==> config.mk <==
export PLATFORM = sky130hd
export DESIGN_NAME = intersection_controller
export DESIGN_NICKNAME = d
export VERILOG_FILES = /design/src/rtl/intersection_controller.sv
export SDC_FILE = /design/constraint.sdc
export NUM_CORES = 1
export LEC_CHECK = 0
export BUFFER_PORTS_ARGS = -buffer_cell sky130_fd_sc_hd__buf_2
export CORE_AREA = 10 10 64 119
export CTS_BUF_LIST = sky130_fd_sc_hd__clkbuf_8
export CTS_CLUSTER_SIZE = 10
export DETAILED_ROUTE_END_ITERATION = 10
export DIE_AREA = 0 0 74 129
export SLEW_MARGIN = 20
export SYNTH_ARGS = -nofsm -noshare
export SYNTH_HDL_FRONTEND = slang
export SYNTH_SLANG_ARGS = --single-unit
==> constraint.sdc <==
create_clock -name clk -period 2.3 [get_ports clk]
set_clock_uncertainty 0.1 [all_clocks]
set_input_delay 0.46 -clock clk [delete_from_list [all_inputs] [get_ports clk]]
set_output_delay 0.46 -clock clk [all_outputs]
set_load 0.01 [all_outputs]
==> src/rtl/intersection_controller.sv <==
`default_nettype none
// ---------------------------------------------------------------------------
// intersection_controller : NS/EW phase sequencer with emergency preemption,
// all-red clearance and resume. Optional PED_WALK_EN adds ns_walk/ew_walk.
// Revision 1.0
// ---------------------------------------------------------------------------
module intersection_controller #(
  parameter int LEFT_CYC   = 5,
  parameter int GREEN_CYC  = 10,
  parameter int YELLOW_CYC = 3,
  parameter int ALLRED_CYC = 1,
  parameter int CW         = 5
) (
  input  logic       clk,
  input  logic       rst_n,
  input  logic       emergency,
  output logic [3:0] ns_out,
  output logic [3:0] ew_out,
  output logic [3:0] phase,
  output logic       preempt_active
`ifdef PED_WALK_EN
  ,
  output logic       ns_walk,
  output logic       ew_walk
`endif
);

  typedef enum logic [3:0] {
    NS_LEFT   = 4'd0,
    NS_GREEN  = 4'd1,
    NS_YELLOW = 4'd2,
    ALLRED_A  = 4'd3,
    EW_LEFT   = 4'd4,
    EW_GREEN  = 4'd5,
    EW_YELLOW = 4'd6,
    ALLRED_B  = 4'd7,
    PREEMPT   = 4'd8
  } state_t;

  localparam logic [CW-1:0] L_M1 = CW'(LEFT_CYC - 1);
  localparam logic [CW-1:0] G_M1 = CW'(GREEN_CYC - 1);
  localparam logic [CW-1:0] Y_M1 = CW'(YELLOW_CYC - 1);
  localparam logic [CW-1:0] A_M1 = CW'(ALLRED_CYC - 1);

  state_t        state, n_state, save_state, n_save_state;
  logic [CW-1:0] cnt, n_cnt, save_cnt, n_save_cnt;
  logic          forced, n_forced, pend, n_pend, post, n_post, clr_ew, n_clr_ew;
  logic          cnt_zero, is_ew;

  assign cnt_zero = (cnt == '0);
  assign is_ew    = state[2];

  function automatic logic [3:0] ns_lamp(input state_t s);
    case (s)
      NS_LEFT:   ns_lamp = 4'b1001;
      NS_GREEN:  ns_lamp = 4'b0100;
      NS_YELLOW: ns_lamp = 4'b0010;
      default:   ns_lamp = 4'b0001;
    endcase
  endfunction

  function automatic logic [3:0] ew_lamp(input state_t s);
    case (s)
      EW_LEFT:   ew_lamp = 4'b1001;
      EW_GREEN:  ew_lamp = 4'b0100;
      EW_YELLOW: ew_lamp = 4'b0010;
      default:   ew_lamp = 4'b0001;
    endcase
  endfunction

  always_comb begin
    n_state      = state;
    n_cnt        = cnt_zero ? cnt : cnt - 1'b1;
    n_save_state = save_state;
    n_save_cnt   = save_cnt;
    n_forced     = forced;
    n_pend       = pend;
    n_post       = post;
    n_clr_ew     = clr_ew;
    case (state)
      NS_LEFT, NS_GREEN, EW_LEFT, EW_GREEN: begin
        if (emergency) begin
          // Resume later with only the cycles left after this one.
          n_save_state = state;
          n_save_cnt   = cnt_zero ? '0 : cnt - 1'b1;
          n_state      = is_ew ? EW_YELLOW : NS_YELLOW;
          n_cnt        = Y_M1;
          n_forced     = 1'b1;
          n_clr_ew     = is_ew;
        end else if (cnt_zero) begin
          if (state == NS_LEFT || state == EW_LEFT) begin
            n_state = is_ew ? EW_GREEN : NS_GREEN;
            n_cnt   = G_M1;
          end else begin
            n_state = is_ew ? EW_YELLOW : NS_YELLOW;
            n_cnt   = Y_M1;
          end
        end
      end
      NS_YELLOW, EW_YELLOW: begin
        if (cnt_zero) begin
          if (forced || pend || emergency) begin
            n_state  = PREEMPT;
            n_cnt    = '0;
            n_forced = 1'b0;
            n_pend   = 1'b0;
            if (!forced) begin
              n_save_state = is_ew ? NS_LEFT : EW_LEFT;
              n_save_cnt   = L_M1;
              n_clr_ew     = is_ew;
            end
          end else begin
            n_state = is_ew ? ALLRED_B : ALLRED_A;
            n_cnt   = A_M1;
          end
        end else if (emergency && !forced) begin
          n_pend = 1'b1;
        end
      end
      ALLRED_A, ALLRED_B: begin
        if (post) begin
          // Post-preempt clearance: only the final edge looks at emergency.
          if (cnt_zero) begin
            n_post = 1'b0;
            if (emergency) begin
              n_state = PREEMPT;
              n_cnt   = '0;
            end else begin
              n_state = save_state;
              n_cnt   = save_cnt;
            end
          end
        end else if (emergency) begin
          n_state      = PREEMPT;
          n_cnt        = '0;
          n_save_state = is_ew ? NS_LEFT : EW_LEFT;
          n_save_cnt   = L_M1;
          n_clr_ew     = is_ew;
        end else if (cnt_zero) begin
          n_state = is_ew ? NS_LEFT : EW_LEFT;
          n_cnt   = L_M1;
        end
      end
      PREEMPT: begin
        n_cnt = '0;
        if (!emergency) begin
          n_state = clr_ew ? ALLRED_B : ALLRED_A;
          n_cnt   = A_M1;
          n_post  = 1'b1;
        end
      end
      default: begin
        n_state = NS_LEFT;
        n_cnt   = L_M1;
      end
    endcase
  end

`ifdef PED_WALK_EN
  localparam logic [CW:0] Y_W = (CW+1)'(YELLOW_CYC);
`endif

  always_ff @(posedge clk or negedge rst_n) begin
    if (!rst_n) begin
      state          <= NS_LEFT;
      cnt            <= L_M1;
      save_state     <= NS_LEFT;
      save_cnt       <= '0;
      forced         <= 1'b0;
      pend           <= 1'b0;
      post           <= 1'b0;
      clr_ew         <= 1'b0;
      ns_out         <= 4'b1001;
      ew_out         <= 4'b0001;
      phase          <= 4'd0;
      preempt_active <= 1'b0;
`ifdef PED_WALK_EN
      ns_walk        <= 1'b0;
      ew_walk        <= 1'b0;
`endif
    end else begin
      state          <= n_state;
      cnt            <= n_cnt;
      save_state     <= n_save_state;
      save_cnt       <= n_save_cnt;
      forced         <= n_forced;
      pend           <= n_pend;
      post           <= n_post;
      clr_ew         <= n_clr_ew;
      ns_out         <= ns_lamp(n_state);
      ew_out         <= ew_lamp(n_state);
      phase          <= n_state;
      preempt_active <= (n_state == PREEMPT) || n_forced;
`ifdef PED_WALK_EN
      ns_walk        <= (n_state == NS_GREEN) && ({1'b0, n_cnt} >= Y_W);
      ew_walk        <= (n_state == EW_GREEN) && ({1'b0, n_cnt} >= Y_W);
`endif
    end
  end

endmodule
`default_nettype wire
Word level (Yosys, flattened, before mapping)
Cells that the tools add are included.

operators by class
  add/subtract/negate cells = 1
  eq/ne operators = 22
  multiplexer cells = 60
  reduce and logical (&&, ||, !) cells = 19

operators with widths
  cell                                              number
  2-to-1 mux 5 bit                                  14
  2-to-1 mux 4 bit                                  17
  case mux 4 bit (3 select lines)                   3
  == test 4 x 3 -> 1 bit, second input constant     7
  case mux 5 bit (4 select lines)                   1
  2-to-1 mux 3 bit                                  6
  case mux 4 bit (4 select lines)                   1
  case mux 5 bit (3 select lines)                   1
  2-to-1 mux 1 bit                                  14
  inequality test 2 bit, second input constant      7
  == test 4 x 2 -> 1 bit, second input constant     3
  == test 4 x 1 -> 1 bit, second input constant     2
  == test 4 bit, second input constant              2
  zero test 4 bit                                   2
  AND reduction 7 bit                               1
  zero test 5 bit                                   1
  AND reduction 5 bit                               1
  subtractor 5 x 1 -> 5 bit, second input constant  1
  logical OR 1 bit                                  4
  case mux 1 bit (2 select lines)                   2
  nonzero test 2 bit                                2
  OR reduction 2 bit                                2
  OR reduction 4 bit                                1
  case mux 1 bit (3 select lines)                   1
  6 further kinds                                   6

storage, ports and cells
  bits of input ports = 3
  bits in registers = 31
  word-level logic and storage cells = 113
  output and inout bits = 13

Logic depth before layout (Yosys ltp)
Gate-level depths: netlist (run 1).

  word-level depth = 8
  mapped depth = 9
  depth with buffers taken out = 8

Least setup slack after synthesis (run 1)
OpenSTA, ideal clock, no wires.

  path type = flip-flop to flip-flop
  start = reg cnt[0]
  end = reg clr_ew
  required time = 2.072 ns
  path slack = 0.100 ns
  setup time = 0.128 ns
  arrival = 1.973 ns
  path buffers = 1
  period minus slack after synthesis = 2.200 ns
  cell stages (with the launch flop) = 8
  cells stage by stage = dfrtp_1 > inv_1 > ha_1 > or4b_1 > buf_6 > o311ai_2 > nand3_2 > mux2_1

between the ends
  cells in the longest elaborated chain, start to end = 3

RTL lines
  item                                    line  source
  from (decl)                             46    logic [CW-1:0] cnt, n_cnt, save_cnt, n_save_cnt;
  from (signal assigned)                  183   cnt <= n_cnt;
  zero test 5 bit                         50    assign cnt_zero = (cnt == '0);
  inequality test 2 bit (no source line)  -
  AND reduction 5 bit (no source line)    -
  to (signal assigned)                    189   clr_ew <= n_clr_ew;
  to (decl)                               47    logic forced, n_forced, pend, n_pend, post, n_post, clr_ew, n_clr_ew;

Every way passes these cells.
A chain may end at the register's enable or synchronous reset.

Worst setup path in the final report (run 1)
  start = reg cnt[0]
  end = reg ns_out[2]

between the ends
  cells in the longest elaborated chain, start to end = 7
  elaborated cells on any way between the ends = 13
  those cells by class = eq/ne (2); mux (9); reduce/logical (2)

RTL lines
  item                                                  line  source
  zero test 5 bit *                                     50
  2-to-1 mux 4 bit                                      139   end else if (cnt_zero) begin
  2-to-1 mux 4 bit                                      133   end else if (emergency) begin
  2-to-1 mux 4 bit                                      121   if (post) begin
  case mux 4 bit (4 select lines) *                     80    case (state)
  == test 4 x 2 -> 1 bit, or another cell as far along  54    case (s)
  case mux 4 bit (3 select lines) *                     54
  to (signal assigned)                                  190   ns_out <= ns_lamp(n_state);
  to (decl)                                             17    output logic [3:0] ns_out,

Every way passes the cells marked *; elsewhere a longest branch is shown, timed or not.

==> flow_summary.json, run 1 <==
{
  "p_leak_uw": 0.00103,
  "core_sq_um": 5710,
  "drive_gt1_frac": 0.428,
  "synth_compound_area_frac": 0.237,
  "route.detailed.drc": 0,
  "stdcell_count": 269,
  "yosysTopAreaCell": "dfrtp_1",
  "ant_nets": 0,
  "fin_area_sq_um": 2330,
  "drt-vias-per-instance": 5.64,
  "max_stage_delay_ns": 0.50,
  "multiInputGateArea_sq_um": 1010,
  "peakVddDrop_uv": 932,
  "placed_area_sq_um": 1970,
  "drtIter0Drc": 64,
  "final_nets": 212,
  "min_path_type": "in2async",
  "fillers": 537,
  "r2r_setup_slack_ns": -0.01,
  "clk_latency_ns": 0.28,
  "synth-simple-area-share": 0.214,
  "synth_area_sq_um": 1710,
  "hold_buffers": 0,
  "critical_path.slowest_cell": "or4b_4",
  "final_critical_path_setup_slack_ns": -0.0104,
  "synth_flop_cell": "dfrtp_1",
  "pre_cts_ws_ns": -0.0351,
  "synth_mux_area_frac": 0.00658,
  "relSlewSlack": 0.469,
  "setup_viol": 1,
  "die_h_microns": 129,
  "rows": 39,
  "avgSynthCellArea_sq_um": 10.1,
  "synth_top_area_frac": 0.395,
  "dp_hpwl_microns": 3530,
  "synth_edf_count": 0,
  "globalplace.congestion": 0.883,
  "crit_fanout": 6,
  "grtUsageTotal": 0.105,
  "synthTopCellsByArea": "dfrtp_1, dfstp_2, a21oi_1",
  "synthAdderAreaFrac": 0.0146,
  "dr.pass1.iters": 4,
  "synth_top_family_by_area": "compound AO/OA/AOI/OAI gates",
  "grt_overflow_total": 0,
  "grt_pass1_vias": 1599,
  "status": "finished, violations left",
  "dieArea_sq_um": 9550,
  "insertedDiodeCount": 0,
  "vias": 1517,
  "startpoint": "cnt[0]",
  "max_freq_mhz": 433,
  "yosysMostFrequentCell": "dfrtp_1",
  "drt-total-wl_microns": 4950,
  "max_slew.worst_pin.slew_ns": 0.788,
  "power.density_nw_per_um2": 1510,
  "antenna_found_initial": 0,
  "synth-seq-cells": 31,
  "ys_seq_area_frac": 0.456,
  "cts_tree": "built",
  "synthArstFlopShare": 1.00,
  "io_pins": 16,
  "r2r-start": "cnt[0]",
  "path_class": "reg2reg",
  "slew_violations": 0,
  "start_kind": "flop",
  "period_minus_slack_ns": 2.31,
  "cp.arrival_ns": 2.43,
  "grt_max_degree": 32,
  "hold_viol": 0,
  "endpoint": "ns_out[2]",
  "synthTopCellsByCount": "dfrtp_1, a21oi_1, nand2_1",
  "htree_levels": 2,
  "whs_ns": 0.111,
  "post-route-util": 0.409,
  "grt_pass1_wl_microns": 7680,
  "cp_cell_sequence": "inv_2 -> ha_4 -> or4b_4 -> buf_12 -> nor2_4 -> o311ai_2 -> buf_4 -> a211oi_4 -> and3_1",
  "cts.sinks": 31,
  "worstRegToRegCells": 9,
  "cap_violations": 0,
  "fp.dieW_microns": 74,
  "postSynthNetCount": 174,
  "critPathRequiredTime_ns": 2.42,
  "numCtsBuffers": 5,
  "failed_checks": "negative setup slack",
  "ys_warn_count": 0,
  "wire_per_inst_microns": 18.4,
  "end_kind": "flop",
  "cts_root_buf": "clkbuf_8",
  "dp.cells": 257,
  "period_share": 1.00,
  "r2r-end": "ns_out[2]",
  "synth_cell_types": 53,
  "clkTransAtPathRegs_ns": 0.06,
  "clk_path_buf_depth": 2,
  "seq_area_sq_um": 781,
  "portBuffers": 15,
  "areaGrowthSynthToFinish_pct": 36.4,
  "rsz0062_at_grt": "yes",
  "synth_xor_area_frac": 0.0154,
  "initial_core_util": 0.300,
  "synth_cells": 169
}
[worst min path at each step]
stage | endpoint | slack (ns) | cells past startpoint
2_1_floorplan | clr_ew | 0.06 | 0
3_3_place_gp | save_cnt[0] | 0.38 | 2
3_5_place_dp | save_cnt[0] | 0.38 | 2
4_1_cts | save_state[3] | 0.14 | 1
5_1_grt | save_state[1] | 0.16 | 1
6_report | save_state[3] | 0.11 | 1
[cells in the final DEF, fill, tap and decap left out, types with 5 or more instances in the layout]
| cell | count |
|---|---|
| o21ai_0 | 5 |
| nand3_1 | 6 |
| buf_4 | 20 |
| buf_6 | 5 |
| nor2_1 | 9 |
| clkbuf_8 | 7 |
| nand2_1 | 9 |
| dfrtp_1 | 27 |
| a21oi_1 | 10 |
| inv_1 | 6 |
| buf_2 | 15 |
[sequential cells by signal, indices dropped and copies added, names as in the netlist]
| name | flops |
|---|---|
| clr_ew | 1 |
| save_cnt | 5 |
| ns_out | 4 |
| save_state | 4 |
| forced | 1 |
| preempt_active | 1 |
| pend | 1 |
| ew_out | 4 |
| state | 4 |
| post | 1 |
| cnt | 5 |
[logic make-up after synthesis]
family / after synthesis
xor+xnor: 3
mux: 1
fa+ha+maj: 2
flops: 31
compound gates: 52
buf+inv: 20
simple gates: 60
[critical path, delay by kind of cell, from the launching register on]
family | cells | cell delay (ns)
AOI/OAI and AO/OA | 2 | 0.39
adders and majority gates | 1 | 0.14
buffers and inverters | 3 | 0.43
DFF | 1 | 0.39
and+or+nand+nor | 3 | 0.78
[where the power goes]
group,total [uW],leakage [uW],switching (uW),internal [uW]
clock network,468,0.0000557,200,268
registers,898,0.000389,140,758
logic,2160,0.000590,1180,973
[final cells by class]
type / count / share of cell area
inverter: 9 / 0.0166
timing repair buffer: 42 / 0.140
multi-input combinational: 118 / 0.433
clock buffer: 7 / 0.0413
sequential: 31 / 0.335
tap: 61 / 0.0327
clock inverter: 1 / 0.00161
[repair_timing]
action,4_1_cts,5_1_grt
gates cloned,0,1
pin swaps,1,13
setup buffers,0,3
gates resized for setup,9,33
setup endpoints to repair,11,18
[per-layer routing]
metal / wire length (microns) / vias to the layer above / track usage
met5: 0 / - / 0
met4: 340 / 0 / 0.0970
met3: 217 / 24 / 0.0277
met2: 2850 / 51 / 0.193
met1: 1540 / 751 / 0.0848
li1: - / 691 / -
[stage by stage]
step	total power, uW	setup TNS, ns
after floorplan	2000	0
after global placement	2550	-0.00744
after detailed placement	2570	-0.0865
after CTS	3180	-0.0376
after global routing	3750	-0.781
final	3520	-0.0104
Power figures use the tool's default switching activity.
==> run 2, diff against run 1 <==
--- a/config.mk
+++ b/config.mk
@@ -5,12 +5,13 @@
 export SDC_FILE = /design/constraint.sdc
 export NUM_CORES = 1
 export LEC_CHECK = 0
+export ABC_AREA = 1
 export BUFFER_PORTS_ARGS = -buffer_cell sky130_fd_sc_hd__buf_2
-export CORE_AREA = 10 10 64 119
+export CORE_AREA = 10 10 65 121
 export CTS_BUF_LIST = sky130_fd_sc_hd__clkbuf_8
 export CTS_CLUSTER_SIZE = 10
 export DETAILED_ROUTE_END_ITERATION = 10
-export DIE_AREA = 0 0 74 129
+export DIE_AREA = 0 0 75 131
 export SLEW_MARGIN = 20
 export SYNTH_ARGS = -nofsm -noshare
 export SYNTH_HDL_FRONTEND = slang
==> flow_summary.json, run 2 <==
{
  "grt_overflow_total": 0,
  "dp.cells": 310,
  "portBuffers": 15,
  "synthArstFlopShare": 1.00,
  "layout_commonest_cell": "nand2_1",
  "r2r_setup_slack_ns": 0.30,
  "areaGrowthSynthToFinish_pct": 15.7,
  "synth_area_sq_um": 1780,
  "synth_top_area_frac": 0.379,
  "critPathRequiredTime_ns": 2.44,
  "clk_path_buf_depth": 2,
  "max_freq_mhz": 501,
  "synth_compound_area_frac": 0.0864,
  "grt_pass1_vias": 1644,
  "synth_mux_area_frac": 0,
  "reg.largest.list": "cnt (5), save_cnt (5)",
  "power.density_nw_per_um2": 1690,
  "ant_nets": 0,
  "hold_buffers": 0,
  "drtIter0Drc": 65,
  "synthTopCellsByCount": "nand2_1, nor2_1, dfrtp_1",
  "synthAdderAreaFrac": 0.0140,
  "synth_cell_types": 31,
  "post_cts_resized": 0,
  "cts_root_buf": "clkbuf_8",
  "insertedDiodeCount": 0,
  "whs_ns": 0.103,
  "vias": 1568,
  "mostFrequentLayoutCells": "nand2_1, nor2_1, dfrtp_1",
  "synth-simple-area-share": 0.359,
  "relSlewSlack": 0.533,
  "cts_tree": "built",
  "crit_fanout": 6,
  "cts_setup_buffers": 0,
  "ys_seq_area_frac": 0.438,
  "period_minus_slack_ns": 2.00,
  "drt-total-wl_microns": 4900,
  "grt_pass1_wl_microns": 8050,
  "yosysTopAreaCell": "dfrtp_1",
  "htree_levels": 2,
  "setup_viol": 0,
  "end_kind": "flop",
  "synth_xor_area_frac": 0.0147,
  "yosysMostFrequentCell": "nand2_1",
  "route.detailed.drc": 0,
  "grt_use_met2": 0.204,
  "initial_core_util": 0.299,
  "peakVddDrop_uv": 869,
  "numCtsBuffers": 5,
  "synth_edf_count": 0,
  "synth_top_family_by_area": "simple AND/OR/NAND/NOR gates",
  "ys_warn_count": 0,
  "status": "finished, final reports clean",
  "grtUsageTotal": 0.112,
  "rsz0062_at_grt": "no",
  "antenna_found_initial": 0,
  "dp_hpwl_microns": 3870,
  "dr.pass1.iters": 4,
  "max_slew.worst_pin.slew_ns": 0.700,
  "slew_violations": 0,
  "io_pins": 16,
  "cap_violations": 0,
  "grt_max_degree": 32,
  "p_leak_uw": 0.00108,
  "setup_tns_ns": 0,
  "min_path_type": "in2async",
  "core_sq_um": 5960,
  "die_h_microns": 131,
  "path_class": "reg2reg",
  "grt-busiest-layer": "met2",
  "avgSynthCellArea_sq_um": 7.65,
  "dieArea_sq_um": 9830,
  "cp.arrival_ns": 2.13,
  "stdcell_count": 318,
  "rows": 40,
  "p_total_uw": 3480,
  "clk_latency_ns": 0.30,
  "drt-vias-per-instance": 4.93,
  "synth_flop_cell": "dfrtp_1",
  "met3_usage": 0.0196,
  "cts.sinks": 31,
  "final_nets": 259,
  "fp.dieW_microns": 75,
  "drive_gt1_frac": 0.251,
  "grt_use_met1": 0.0928,
  "period_share": 0.868,
  "synth-seq-cells": 31,
  "globalplace.congestion": 1.06,
  "postSynthNetCount": 238,
  "synth_cells": 233,
  "synthTopCellsByArea": "dfrtp_1, nand2_1, dfstp_2",
  "clkTransAtPathRegs_ns": 0.07,
  "start_kind": "flop",
  "hold_viol": 0,
  "wire_per_inst_microns": 15.4
}
run 2: cell count changes after synthesis, sizes merged, moves of 4 or more:
cell	before	now
o211ai	4	0
nand3	7	22
a21oi	12	4
clkbuf	6	0
nor3	10	2
inv	9	31
nor2	10	36
o31ai	6	0
nand2b	4	0
nand2	11	72
run 2: final timing paths:
check                               from            end  cells after the start
setup / recovery                  cnt[0]      ew_out[0]                     12
hold / removal                     rst_n         cnt[1]                      1
setup reg to reg                  cnt[0]      ew_out[0]                     12
hold reg to reg            save_state[2]  save_state[2]                      2
max in group asynchronous          rst_n  save_state[0]                      1
min in group clk           save_state[2]  save_state[2]                      2
run 2: critical path, cell delays in order, from the launching register on:
cell,delay [ns]
dfrtp_1,0.38
inv_1,0.11
ha_1,0.18
nand2_1,0.07
nor2_2,0.23
buf_4,0.20
nand2_1,0.09
nand2_1,0.07
nand2_1,0.09
nand3_1,0.10
nand3_1,0.15
nand2_2,0.11
nand2_1,0.05
run 2: kinds of logic (layout without fill, tap and decap cells):
kind of cell               count (synthesis)  after routing
adders and majority gates                  2              2
buffers and inverters                     36             58
xor gates and xnor gates                   3              3
DFF                                       31             31
and+or+nand+nor                          138            138
AOI/OAI and AO/OA                         23             23
run 2: area by class of cell:
cell class,count,area (sq um)
tap,63,78.8
multi-input combinational,166,845
fill,628,3890
sequential,31,781
inverter,31,116
clock buffer,5,68.8
timing repair buffer,19,105
clock inverter,3,67.6
run 2: power by group:
group          internal (uW)  leakage [uW]  switching (uW)
Combinational            640      0.000622            1260
Clock                    432     0.0000644             224
Sequential               759      0.000392             160
run 2: per-layer routing:
metal  routed length (microns)  share of wire
met4                       405          0.083
met1                      1540           0.32
met2                      2780           0.57
met5                         0              0
met3                       166          0.034
run 2: metrics by stage:
| step | instance area, sq um | setup slack (ns) | utilization |
|---|---|---|---|
| after detailed placement | 1930 | 0.279 | 0.323 |
| final | 2060 | 0.304 | 0.346 |
| after global routing | 2060 | 0.0442 | 0.346 |
| after floorplan | 1780 | 0.448 | - |
| after global placement | 1930 | 0.288 | 0.323 |
| after CTS | 2060 | 0.306 | 0.346 |
